--- config.mk ---
export PLATFORM = sky130hd
export DESIGN_NAME = v_upd_sched_flat
export DESIGN_NICKNAME = d
export VERILOG_FILES = /design/src/rtl/v_upd_sched_pkg.sv /design/src/rtl/v_upd_sched_if.sv /design/src/rtl/v_upd_sched_fifo.sv /design/src/rtl/v_upd_sched.sv /design/src/flat_wrapper.sv
export SDC_FILE = /design/constraint.sdc
export NUM_CORES = 1
export LEC_CHECK = 0
export CAP_MARGIN = 20
export CELL_PAD_IN_SITES_DETAIL_PLACEMENT = 0
export CELL_PAD_IN_SITES_GLOBAL_PLACEMENT = 1
export CORE_ASPECT_RATIO = 1.75
export CORE_MARGIN = 3
export CORE_UTILIZATION = 41
export CTS_CLUSTER_SIZE = 25
export DETAILED_ROUTE_END_ITERATION = 16
export PLACE_DENSITY = 0.84
export SETUP_SLACK_MARGIN = 0.3
export SLEW_MARGIN = 10
export SYNTH_ARGS = -nofsm -noshare
export SYNTH_HDL_FRONTEND = slang
export SYNTH_SLANG_ARGS = --single-unit
--- constraint.sdc ---
create_clock -name clk -period 3.7 [get_ports clk]
set_clock_uncertainty 0.05 [all_clocks]
set_input_delay 0.74 -clock clk [delete_from_list [all_inputs] [get_ports clk]]
set_output_delay 0.74 -clock clk [all_outputs]
set_load 0.05 [all_outputs]
--- src/rtl/v_upd_sched_pkg.sv ---
// Shared types for the list-update scheduler: command struct, opcode enum, id/address types
// and default FIFO / starvation depths.
package v_upd_sched_pkg;

  localparam int ID_W  = 8;
  localparam int KEY_W = 16;
  localparam int VOL_W = 32;

  localparam int UPD_SCHED_FIFO_N   = 4;
  localparam int UPD_SCHED_STARVE_N = 8;

  typedef logic [ID_W-1:0]         id_t;
  // The state table is indexed directly by prod_id.
  typedef id_t                     addr_t;
  typedef logic [KEY_W-1:0]        key_t;
  typedef logic signed [VOL_W-1:0] vol_t;

  typedef enum logic [1:0] {
    UPD_ADD = 2'd0,
    UPD_DEL = 2'd1,
    UPD_MOD = 2'd2,
    UPD_CLR = 2'd3
  } upd_op_t;

  typedef struct packed {
    upd_op_t op;
    id_t     prod_id;
    key_t    key;
    vol_t    volume;
  } upd_cmd_t;

endpackage

--- src/rtl/v_upd_sched_if.sv ---
// Signal bundle between the update scheduler and its surroundings; master is the scheduler,
// slave is the environment.
interface v_upd_sched_if;
  import v_upd_sched_pkg::*;

  logic        i_cmd_vld;
  upd_cmd_t    i_cmd;
  logic        o_cmd_rdy;

  logic        i_lut_vld;
  id_t         i_lut_prod_id;

  logic        o_state_ren;
  addr_t       o_state_raddr;

  logic        o_upd_vld;
  upd_cmd_t    o_upd_cmd;

  logic        i_s1_upd_vld_r;
  id_t         i_s1_upd_prod_id_r;
  logic        i_s2_upd_vld_r;
  id_t         i_s2_upd_prod_id_r;
  logic        i_s3_upd_vld_r;
  id_t         i_s3_upd_prod_id_r;
  logic        i_s4_upd_vld_r;
  id_t         i_s4_upd_prod_id_r;

  logic        o_busy;
  logic        o_starve;
  logic [31:0] o_perf_issue_cnt;
  logic [31:0] o_perf_lut_stall_cnt;
  logic [31:0] o_perf_haz_stall_cnt;

  modport master (
    input  i_cmd_vld, i_cmd, i_lut_vld, i_lut_prod_id,
    input  i_s1_upd_vld_r, i_s1_upd_prod_id_r, i_s2_upd_vld_r, i_s2_upd_prod_id_r,
    input  i_s3_upd_vld_r, i_s3_upd_prod_id_r, i_s4_upd_vld_r, i_s4_upd_prod_id_r,
    output o_cmd_rdy, o_state_ren, o_state_raddr, o_upd_vld, o_upd_cmd,
    output o_busy, o_starve, o_perf_issue_cnt, o_perf_lut_stall_cnt, o_perf_haz_stall_cnt
  );

  modport slave (
    output i_cmd_vld, i_cmd, i_lut_vld, i_lut_prod_id,
    output i_s1_upd_vld_r, i_s1_upd_prod_id_r, i_s2_upd_vld_r, i_s2_upd_prod_id_r,
    output i_s3_upd_vld_r, i_s3_upd_prod_id_r, i_s4_upd_vld_r, i_s4_upd_prod_id_r,
    input  o_cmd_rdy, o_state_ren, o_state_raddr, o_upd_vld, o_upd_cmd,
    input  o_busy, o_starve, o_perf_issue_cnt, o_perf_lut_stall_cnt, o_perf_haz_stall_cnt
  );

endinterface

--- src/rtl/v_upd_sched_fifo.sv ---
// Command buffer for the update scheduler: FIFO_N entries, head visible combinationally,
// registered ready/empty/full derived from next occupancy.
module v_upd_sched_fifo
  import v_upd_sched_pkg::*;
#(
  parameter int FIFO_N = UPD_SCHED_FIFO_N
) (
  input  logic     clk,
  input  logic     rst,
  input  logic     wr_vld,
  input  logic     pop,
  input  upd_cmd_t din,
  output upd_cmd_t head,
  output logic     rdy,
  output logic     empty
);

  localparam int PTR_W = $clog2(FIFO_N);
  localparam int OCC_W = PTR_W + 1;
  localparam logic [OCC_W-1:0] OCC_MAX = OCC_W'(FIFO_N);

  upd_cmd_t         mem [FIFO_N];
  logic [PTR_W-1:0] wr_ptr, rd_ptr;
  logic [OCC_W-1:0] occ, occ_nxt;
  logic             full;
  logic             do_push, do_pop;

  assign do_push = wr_vld & ~full;
  assign do_pop  = pop & ~empty;

  always_comb begin
    occ_nxt = occ;
    case ({do_push, do_pop})
      2'b10:   occ_nxt = occ + 1'b1;
      2'b01:   occ_nxt = occ - 1'b1;
      default: occ_nxt = occ;
    endcase
  end

  // Ready stays low through reset and rises on the first clock after release.
  always_ff @(posedge clk or posedge rst) begin
    if (rst) begin
      wr_ptr <= '0;
      rd_ptr <= '0;
      occ    <= '0;
      rdy    <= 1'b0;
      empty  <= 1'b1;
      full   <= 1'b0;
    end else begin
      if (do_push) wr_ptr <= wr_ptr + 1'b1;
      if (do_pop)  rd_ptr <= rd_ptr + 1'b1;
      occ   <= occ_nxt;
      rdy   <= (occ_nxt < OCC_MAX);
      empty <= (occ_nxt == '0);
      full  <= (occ_nxt == OCC_MAX);
    end
  end

  always_ff @(posedge clk) begin
    if (do_push) mem[wr_ptr] <= din;
  end

  assign head = mem[rd_ptr];

endmodule

--- src/rtl/v_upd_sched.sv ---
// Update scheduler: buffers list-update commands and issues them in order, sharing the state
// read port with queries (query wins). Optional perf counters under V_UPD_SCHED_PERF_EN.
module v_upd_sched
  import v_upd_sched_pkg::*;
#(
  parameter int FIFO_N   = UPD_SCHED_FIFO_N,
  parameter int STARVE_N = UPD_SCHED_STARVE_N
) (
  input  logic          clk,
  input  logic          rst,
  v_upd_sched_if.master bus
);

  localparam int SC_W = $clog2(STARVE_N + 1);
  localparam logic [SC_W-1:0] SC_MAX = SC_W'(STARVE_N);

  upd_cmd_t        head;
  logic            empty, busy, haz, issue;
  logic [SC_W-1:0] starve_cnt, starve_cnt_nxt;
  logic            starve_r;

  v_upd_sched_fifo #(.FIFO_N(FIFO_N)) u_fifo (
    .clk    (clk),
    .rst    (rst),
    .wr_vld (bus.i_cmd_vld & bus.o_cmd_rdy),
    .pop    (issue),
    .din    (bus.i_cmd),
    .head   (head),
    .rdy    (bus.o_cmd_rdy),
    .empty  (empty)
  );

  assign busy = ~empty;

  // Head-of-line blocks while any in-flight update still owns the same prod_id.
  assign haz = (bus.i_s1_upd_vld_r && (bus.i_s1_upd_prod_id_r == head.prod_id)) ||
               (bus.i_s2_upd_vld_r && (bus.i_s2_upd_prod_id_r == head.prod_id)) ||
               (bus.i_s3_upd_vld_r && (bus.i_s3_upd_prod_id_r == head.prod_id)) ||
               (bus.i_s4_upd_vld_r && (bus.i_s4_upd_prod_id_r == head.prod_id));

  assign issue = busy & ~bus.i_lut_vld & ~haz;

  assign bus.o_upd_vld     = issue;
  assign bus.o_upd_cmd     = head;
  assign bus.o_state_ren   = bus.i_lut_vld | issue;
  assign bus.o_state_raddr = bus.i_lut_vld ? bus.i_lut_prod_id : head.prod_id;
  assign bus.o_busy        = busy;
  assign bus.o_starve      = starve_r;

  always_comb begin
    starve_cnt_nxt = starve_cnt;
    if (!busy || issue)            starve_cnt_nxt = '0;
    else if (starve_cnt != SC_MAX) starve_cnt_nxt = starve_cnt + 1'b1;
  end

  always_ff @(posedge clk or posedge rst) begin
    if (rst) begin
      starve_cnt <= '0;
      starve_r   <= 1'b0;
    end else begin
      starve_cnt <= starve_cnt_nxt;
      starve_r   <= (starve_cnt_nxt == SC_MAX);
    end
  end

`ifdef V_UPD_SCHED_PERF_EN
  logic [31:0] perf_issue, perf_lut_stall, perf_haz_stall;

  always_ff @(posedge clk or posedge rst) begin
    if (rst) begin
      perf_issue     <= '0;
      perf_lut_stall <= '0;
      perf_haz_stall <= '0;
    end else begin
      if (issue)                         perf_issue     <= perf_issue + 1'b1;
      if (busy && bus.i_lut_vld)         perf_lut_stall <= perf_lut_stall + 1'b1;
      if (busy && !bus.i_lut_vld && haz) perf_haz_stall <= perf_haz_stall + 1'b1;
    end
  end

  assign bus.o_perf_issue_cnt     = perf_issue;
  assign bus.o_perf_lut_stall_cnt = perf_lut_stall;
  assign bus.o_perf_haz_stall_cnt = perf_haz_stall;
`else
  assign bus.o_perf_issue_cnt     = '0;
  assign bus.o_perf_lut_stall_cnt = '0;
  assign bus.o_perf_haz_stall_cnt = '0;
`endif

endmodule

--- src/flat_wrapper.sv ---
// flat-port wrapper written by rule: the top's interface ports become plain ports
module v_upd_sched_flat import v_upd_sched_pkg::*;
#(
  parameter int FIFO_N   = UPD_SCHED_FIFO_N,
  parameter int STARVE_N = UPD_SCHED_STARVE_N
)
  (clk, rst, bus_i_cmd_vld, bus_i_cmd, bus_i_lut_vld, bus_i_lut_prod_id, bus_i_s1_upd_vld_r, bus_i_s1_upd_prod_id_r, bus_i_s2_upd_vld_r, bus_i_s2_upd_prod_id_r, bus_i_s3_upd_vld_r, bus_i_s3_upd_prod_id_r, bus_i_s4_upd_vld_r, bus_i_s4_upd_prod_id_r, bus_o_cmd_rdy, bus_o_state_ren, bus_o_state_raddr, bus_o_upd_vld, bus_o_upd_cmd, bus_o_busy, bus_o_starve, bus_o_perf_issue_cnt, bus_o_perf_lut_stall_cnt, bus_o_perf_haz_stall_cnt);
  v_upd_sched_if bus_i ();
  input  logic clk;
  input  logic rst;
  input wire logic [$bits(bus_i.i_cmd_vld)-1:0] bus_i_cmd_vld;
  input wire logic [$bits(bus_i.i_cmd)-1:0] bus_i_cmd;
  input wire logic [$bits(bus_i.i_lut_vld)-1:0] bus_i_lut_vld;
  input wire logic [$bits(bus_i.i_lut_prod_id)-1:0] bus_i_lut_prod_id;
  input wire logic [$bits(bus_i.i_s1_upd_vld_r)-1:0] bus_i_s1_upd_vld_r;
  input wire logic [$bits(bus_i.i_s1_upd_prod_id_r)-1:0] bus_i_s1_upd_prod_id_r;
  input wire logic [$bits(bus_i.i_s2_upd_vld_r)-1:0] bus_i_s2_upd_vld_r;
  input wire logic [$bits(bus_i.i_s2_upd_prod_id_r)-1:0] bus_i_s2_upd_prod_id_r;
  input wire logic [$bits(bus_i.i_s3_upd_vld_r)-1:0] bus_i_s3_upd_vld_r;
  input wire logic [$bits(bus_i.i_s3_upd_prod_id_r)-1:0] bus_i_s3_upd_prod_id_r;
  input wire logic [$bits(bus_i.i_s4_upd_vld_r)-1:0] bus_i_s4_upd_vld_r;
  input wire logic [$bits(bus_i.i_s4_upd_prod_id_r)-1:0] bus_i_s4_upd_prod_id_r;
  output wire logic [$bits(bus_i.o_cmd_rdy)-1:0] bus_o_cmd_rdy;
  output wire logic [$bits(bus_i.o_state_ren)-1:0] bus_o_state_ren;
  output wire logic [$bits(bus_i.o_state_raddr)-1:0] bus_o_state_raddr;
  output wire logic [$bits(bus_i.o_upd_vld)-1:0] bus_o_upd_vld;
  output wire logic [$bits(bus_i.o_upd_cmd)-1:0] bus_o_upd_cmd;
  output wire logic [$bits(bus_i.o_busy)-1:0] bus_o_busy;
  output wire logic [$bits(bus_i.o_starve)-1:0] bus_o_starve;
  output wire logic [$bits(bus_i.o_perf_issue_cnt)-1:0] bus_o_perf_issue_cnt;
  output wire logic [$bits(bus_i.o_perf_lut_stall_cnt)-1:0] bus_o_perf_lut_stall_cnt;
  output wire logic [$bits(bus_i.o_perf_haz_stall_cnt)-1:0] bus_o_perf_haz_stall_cnt;
  assign bus_i.i_cmd_vld = bus_i_cmd_vld;
  assign bus_i.i_cmd = bus_i_cmd;
  assign bus_i.i_lut_vld = bus_i_lut_vld;
  assign bus_i.i_lut_prod_id = bus_i_lut_prod_id;
  assign bus_i.i_s1_upd_vld_r = bus_i_s1_upd_vld_r;
  assign bus_i.i_s1_upd_prod_id_r = bus_i_s1_upd_prod_id_r;
  assign bus_i.i_s2_upd_vld_r = bus_i_s2_upd_vld_r;
  assign bus_i.i_s2_upd_prod_id_r = bus_i_s2_upd_prod_id_r;
  assign bus_i.i_s3_upd_vld_r = bus_i_s3_upd_vld_r;
  assign bus_i.i_s3_upd_prod_id_r = bus_i_s3_upd_prod_id_r;
  assign bus_i.i_s4_upd_vld_r = bus_i_s4_upd_vld_r;
  assign bus_i.i_s4_upd_prod_id_r = bus_i_s4_upd_prod_id_r;
  assign bus_o_cmd_rdy = bus_i.o_cmd_rdy;
  assign bus_o_state_ren = bus_i.o_state_ren;
  assign bus_o_state_raddr = bus_i.o_state_raddr;
  assign bus_o_upd_vld = bus_i.o_upd_vld;
  assign bus_o_upd_cmd = bus_i.o_upd_cmd;
  assign bus_o_busy = bus_i.o_busy;
  assign bus_o_starve = bus_i.o_starve;
  assign bus_o_perf_issue_cnt = bus_i.o_perf_issue_cnt;
  assign bus_o_perf_lut_stall_cnt = bus_i.o_perf_lut_stall_cnt;
  assign bus_o_perf_haz_stall_cnt = bus_i.o_perf_haz_stall_cnt;
  v_upd_sched #(.FIFO_N(FIFO_N), .STARVE_N(STARVE_N)) u_core (.clk(clk), .rst(rst), .bus(bus_i));
endmodule
After elaboration in Yosys (flattened, before gate mapping). Memory sizes are Yosys's and may differ from the RTL's. Index checks and enable logic that the tools add are counted.

Output and inout bits: 167. Memories: 1. Flip-flop bits (word level): 15. Memory bits (writable): 232. Word-level logic and storage cells: 49. Bits of input ports: 106.

Memories: u_core.u_fifo.mem (depth 4, width 58, read ports 1, clocked after memory_dff 0, wr ports 1, line v_upd_sched_fifo.sv:22) `upd_cmd_t mem [FIFO_N];`.

Multiplexer cells: 6. Bitwise logic cells: 10. Add/sub/neg operators: 5. Reductions and logical operators: 9. Order comparisons: 1. Equal/unequal tests: 9.

Operators by type and width (count): 8-bit equality test (4); 4-bit two-way mux (2); 8-bit two-way mux (1); 3-bit one-hot mux with 2 select lines (1); 1-bit bitwise AND (5); 2-bit by 1-bit adder with 2-bit output (second input constant) (2); 4-bit by 1-bit adder with 4-bit output (second input constant) (1); 4-bit equality test (second input constant) (1); 1-bit logical AND (4); 1-bit logical OR (4); 4-bit != test (second input constant) (1); 1-bit inverter (4); 3-bit by 1-bit adder with 3-bit output (second input constant) (1); 3-bit equality test (second input constant) (1); 3-bit zero test (1); 3-bit < comparator (second input constant) (1); 3-bit by 1-bit subtractor with 3-bit output (second input constant) (1); 2-bit by 1-bit equality test with 1-bit output (second input constant) (1); 2-bit equality test (second input constant) (1); 1-bit two-way mux (2); 1-bit OR (1).

Depth between registers and ports, before layout. An unclocked memory read counts as a cell.

Word-level depth: 12. Depth in mapped cells: 17. Mapped depth without buffers: 14.

Hierarchy. A second synthesis with hierarchy kept.

Cells, all modules: 549. Area total of the unflattened synthesis: 10548.9 um^2.

By module, submodules not included: v_upd_sched_fifo (instances 1, sequential area each 7218.2 um^2, cells each 355, area each 8974.9 um^2); v_upd_sched (instances 1, sequential area each 125.1 um^2, cells each 194, area each 1574.0 um^2).

Worst setup path before layout. Ideal clock, no wire load.

Path kind: register to output. Start: register u_core.u_fifo.rd_ptr[0]. End: output bus_o_upd_vld. Data arrival time: 2.997 ns. Buffers on the path: 1. Data required time: 2.910 ns. Slack: -0.087 ns. Cell stages (with the launch flop): 8. Cell sequence: dfrtp_1 > buf_6 > mux4_2 > xnor2_1 > nand4_1 > nor3_1 > a211oi_2 > a21boi_0.

Longest elaborated chain between the ends: 8. Elaborated cells between the ends (all ways): 14. Classes of those cells: 4 x eq/ne; 2 x bitwise; 7 x reduce/logical; 1 x memory.

RTL lines: from (decl) (line v_upd_sched_fifo.sv:23) `logic [PTR_W-1:0] wr_ptr, rd_ptr;`; from (signal assigned) (line v_upd_sched_fifo.sv:51) `if (do_pop) rd_ptr <= rd_ptr + 1'b1;`; memory read 4 x 58 bit (*); named net bus_o_upd_cmd[48] (line flat_wrapper.sv:27) `output wire logic [$bits(bus_i.o_upd_cmd)-1:0] bus_o_upd_cmd;`; 8-bit equality test, on equally long branches (line v_upd_sched.sv:36, v_upd_sched.sv:37); 1-bit logical AND, on equally long branches (line v_upd_sched.sv:36, v_upd_sched.sv:37); 1-bit logical OR (line v_upd_sched.sv:36) `assign haz = (bus.i_s1_upd_vld_r && (bus.i_s1_upd_prod_id_r == head.prod_id)) ||`; 1-bit logical OR (line v_upd_sched.sv:37) `(bus.i_s2_upd_vld_r && (bus.i_s2_upd_prod_id_r == head.prod_id)) ||`; 1-bit logical OR (*) (line v_upd_sched.sv:38) `(bus.i_s3_upd_vld_r && (bus.i_s3_upd_prod_id_r == head.prod_id)) ||`; 1-bit inverter (*) (line v_upd_sched.sv:41) `assign issue = busy & ~bus.i_lut_vld & ~haz;`; 1-bit bitwise AND (*) (line v_upd_sched.sv:41); to (decl) (line flat_wrapper.sv:26) `output wire logic [$bits(bus_i.o_upd_vld)-1:0] bus_o_upd_vld;`.

The timed path passes the listed nets; every way through them passes the cells marked *.

Worst setup path in the final report.
Start: register u_core.u_fifo.rd_ptr[0]. End: output bus_o_state_ren.

Longest elaborated chain between the ends: 9. Elaborated cells between the ends (all ways): 15. Classes of those cells: 4 x eq/ne; 3 x bitwise; 7 x reduce/logical; 1 x memory.

RTL lines: memory read 4 x 58 bit (*); 8-bit equality test, on equally long branches (line v_upd_sched.sv:36, v_upd_sched.sv:37); 1-bit logical AND, on equally long branches (line v_upd_sched.sv:36, v_upd_sched.sv:37); 1-bit logical OR (line v_upd_sched.sv:36); 1-bit logical OR (line v_upd_sched.sv:37); 1-bit logical OR (*) (line v_upd_sched.sv:38); 1-bit inverter (*) (line v_upd_sched.sv:41); 1-bit bitwise AND (*) (line v_upd_sched.sv:41); 1-bit OR (*) (line v_upd_sched.sv:45) `assign bus.o_state_ren = bus.i_lut_vld | issue;`; to (decl) (line flat_wrapper.sv:24) `output wire logic [$bits(bus_i.o_state_ren)-1:0] bus_o_state_ren;`.

Mark *: on every way between the ends. The rest lies on a longest branch, timed or not.

==> impl_metrics.yaml <==
finish:
  area.growth.synth_to_final_pct: 26.0
  seqCellArea_mm2: 0.00735
  finalInstanceArea_mm2: 0.0133
  num-fill-cells: 2050
  nets: 887
  area_of_combinational_cells_with_multiple_inputs_mm2: 0.00279
  post_route_cells_drive_above_1_share: 0.233
clock_tree:
  tritoncts_num_sinks: 247
  worst_setup_hold_path_clk_slew_ns: 0.06
  cts-buffers-inserted: 22
  clock_path_buffers: 3
  cts.hold.buffers_added: 0
  clock_tree.htree_level_count: 1
  ctsRootBufferMaster: "sky130_fd_sc_hd__clkbuf_16"
  worst_skew_pair.late_latency_ns: 0.50
  tritoncts: "built"
floorplanning:
  die_area_mm2: 0.0278
  initial_utilization: 0.416
  fp.dieH_um: 218
  ios: 273
  die_x_um: 127
  std_cell_rows: 77
  core_area_mm2: 0.0253
yosys:
  netlist.top_cell.by_area: "sky130_fd_sc_hd__edfxtp_1"
  ys.flop_type: "sky130_fd_sc_hd__edfxtp_1"
  syn-mean-instance-area_um2: 18.9
  synth_edf_count: 232
  number_of_synthesized_register_bits: 247
  synth.lib_cells_used.distinct: 41
  post_synthesis_cell_area_mm2: 0.0105
  combinational_family_with_the_most_area_after_synthesis: "multiplexers"
  synth-compound-area-share: 0.0116
  yosys.area_share.simple: 0.0214
  synth_mux_area_frac: 0.143
  synth_largest_type_area_fraction: 0.661
  synthTopCellsByArea: "sky130_fd_sc_hd__edfxtp_1 (66%), sky130_fd_sc_hd__mux4_2 (12%), sky130_fd_sc_hd__buf_4 (6.8%)"
  adder_cell_area_share_of_the_yosys_netlist: 0.0102
  synth_sequential_area_ratio: 0.696
  async_reset_ff_frac: 0.0607
  synth_xor_xnor_area_share: 0.0348
  synthCells: 558
  ys_warn_count: 0
grt:
  antenna_found_initial: 4
  grtUsageTotal: 0.158
  globalRouteOverflowTotal: 0
  grt_max_degree: 41
  first_global_vias: 5594
  grt_pass1_wl_mm: 33.1
place:
  final_weighted_congestion_in_routability_driven_placement: 0.836
  dpl_cell_area_mm2: 0.0125
  detailedPlacementHpwl_mm: 15.0
  port_buffers: 176
  pre_cts_slack_ns: -0.000364
timing:
  rsz0062_at_grt: "yes"
  maxSlewHeadroom: 0.574
  worst_slew_pin_slew_ns: 0.638
  timing.final.hold_violations: 0
  report.final.slew_viol_count: 0
  finalCriticalPeriod_ns: 3.80
  maxClockFrequency_mhz: 263
  setup_viol: 1
  worst_hold_slack_ns: 0.454
  fin_tns_setup_ns: -0.0994
  final_min_period_over_clock_period: 1.03
  final_critical_path_setup_slack_ns: -0.0994
routing:
  post-route-drc-count: 0
  routed_wl_mm: 21.9
  postRouteAntennaNets: 0
  avgRoutedWirePerCell_um: 19.8
  first_pass_iteration_count_of_the_detailed_router: 4
  route.vias.total: 5360
  drt-vias-per-instance: 4.85
  drt_iter0_drc: 230
critical_path:
  worstSetupPathType: "reg -> out"
  setup.worst_path.start_class: "flip-flop"
  arrival_time_reported_for_the_critical_path_endpoint_ns: 3.01
  kind_of_capture_point_of_the_worst_setup_path: "primary output"
  cp_max_fo: 6
  cp.required_ns: 2.91
run_status:
  failed_checks: "setup timing"
  outcome: "finished, violations left"
power:
  power_per_cell_area_mw_per_mm2: 821
  p_leak_nw: 4.68
  total_power_consumption_of_the_routed_design_mw: 10.9
  vdd_drop_max_v: 0.000557
worst_hold_path:
  hp-class: "reg -> reg"
job:
  cap_violations: 0
[path summary, 6_finish.rpt]
kind | slack (ns) | cells past startpoint | end | from
max | -0.1 | 8 | bus_o_state_ren | u_core.u_fifo.rd_ptr[0]
min | 0.45 | 1 | u_core.u_fifo.occ[0] | u_core.u_fifo.occ[0]
max reg2reg | 0.03 | 17 | u_core.u_fifo.empty | u_core.u_fifo.rd_ptr[0]
min reg2reg | 0.45 | 1 | u_core.u_fifo.occ[0] | u_core.u_fifo.occ[0]
max in group asynchronous | 2.56 | 2 | u_core.u_fifo.rd_ptr[0] | rst
min in group asynchronous | 0.57 | 2 | u_core.u_fifo.full | rst
[routing by layer]
metal | vias to the layer above | GRT usage | wire (µm) | share of wire
met5 | - | 0 | 41 | 0.0019
met4 | 6 | 0.0773 | 909 | 0.041
met3 | 46 | 0.0328 | 1420 | 0.064
met2 | 252 | 0.292 | 12100 | 0.55
met1 | 2672 | 0.169 | 7490 | 0.34
li1 | 2384 | - | - | -
[what timing repair did]
item	4_1_cts	5_1_grt
setup buffers	12	3
gates resized for setup	46	30
hold endpoints to repair	0	0
setup endpoints to repair	59	50
gates cloned	0	0
pin swaps	3	5
[through the flow]
step / instances / util
floorplan: 653 / -
global placement: 1050 / 0.493
detailed placement: 1050 / 0.493
CTS: 1102 / 0.524
global route: 1106 / 0.524
finish: 1106 / 0.524
[report_power, final]
part	internal (mW)	switching, mW	total [mW]
Clock	1.14	0.946	2.09
Sequential	3.51	0.134	3.64
Combinational	1.89	3.28	5.18
Total	6.55	4.36	10.9
[Yosys cell counts (2+ instances only)]
cell                         n
sky130_fd_sc_hd__edfxtp_1  232
sky130_fd_sc_hd__nand2_1     7
sky130_fd_sc_hd__buf_2      10
sky130_fd_sc_hd__mux2_2      9
sky130_fd_sc_hd__buf_1       3
sky130_fd_sc_hd__nor3_1      6
sky130_fd_sc_hd__inv_1      11
sky130_fd_sc_hd__buf_4      96
sky130_fd_sc_hd__mux2i_1    10
sky130_fd_sc_hd__nand4_1     3
sky130_fd_sc_hd__o21ai_0     3
sky130_fd_sc_hd__and2_1      4
sky130_fd_sc_hd__mux4_2     57
sky130_fd_sc_hd__a21oi_1     3
sky130_fd_sc_hd__dfrtp_1    14
sky130_fd_sc_hd__nand2b_1    2
sky130_fd_sc_hd__a211o_1     2
sky130_fd_sc_hd__ha_1        7
sky130_fd_sc_hd__nand3_1     6
sky130_fd_sc_hd__xnor2_1    30
sky130_fd_sc_hd__nor2_1      9
sky130_fd_sc_hd__clkbuf_1    5
sky130_fd_sc_hd__buf_6       2
sky130_fd_sc_hd__xor2_1     10
[sequential cells by signal, indices dropped and copies added (netlist names)]
| register | count |
|---|---|
| u_core.bus.o_starve | 1 |
| u_core.starve_cnt | 4 |
| u_core.u_fifo.empty | 1 |
| u_core.u_fifo.full | 1 |
| u_core.u_fifo.mem | 232 |
| u_core.u_fifo.occ | 3 |
| u_core.u_fifo.rd_ptr | 2 |
| u_core.u_fifo.rdy | 1 |
| u_core.u_fifo.wr_ptr | 2 |
[placed cells by master (no fill, tap or decap), drive strengths merged, types with 2 or more instances in the layout]
cell / n
a211o: 2
a21boi: 2
a21oi: 3
and2: 4
buf: 43
clkbuf: 39
clkdlybuf4s15: 2
clkdlybuf4s50: 138
clkinv: 11
clkinvlp: 2
conb: 96
dfrtp: 14
dlygate4sd2: 16
edfxtp: 232
ha: 7
inv: 11
mux2: 9
mux2i: 10
mux4: 58
nand2: 7
nand2b: 2
nand3: 6
nand4: 3
nor2: 9
nor3: 7
o21ai: 3
or2: 2
xnor2: 30
xor2: 11
[critical path: stages (launching register included)]
cell and delay [ns]:
sky130_fd_sc_hd__dfrtp_4 0.54, sky130_fd_sc_hd__buf_4 0.16, sky130_fd_sc_hd__mux4_2 0.52, sky130_fd_sc_hd__xor2_1 0.21, sky130_fd_sc_hd__a2111oi_4 0.36, sky130_fd_sc_hd__a211oi_2 0.14
sky130_fd_sc_hd__a21boi_4 0.17, sky130_fd_sc_hd__or2_1 0.26, sky130_fd_sc_hd__buf_12 0.16
[cell families after synthesis]
kind of cell | after synthesis
buffers and inverters | 127
AO/OA/AOI/OAI | 15
multiplexers | 77
adder cells (fa/ha/maj) | 8
flip-flops | 247
AND/OR/NAND/NOR | 42
XOR/XNOR | 41
other | 1
[area by class of cell]
class	count	area share
clock inverters	13	0.00537
flip-flops and latches	247	0.553
clock buffers	27	0.0444
multi-input cells	279	0.210
well taps	316	0.0298
inverters	11	0.00311
diodes	1	0.000188
repair buffers	212	0.154
Power figures use the tool's default switching activity.
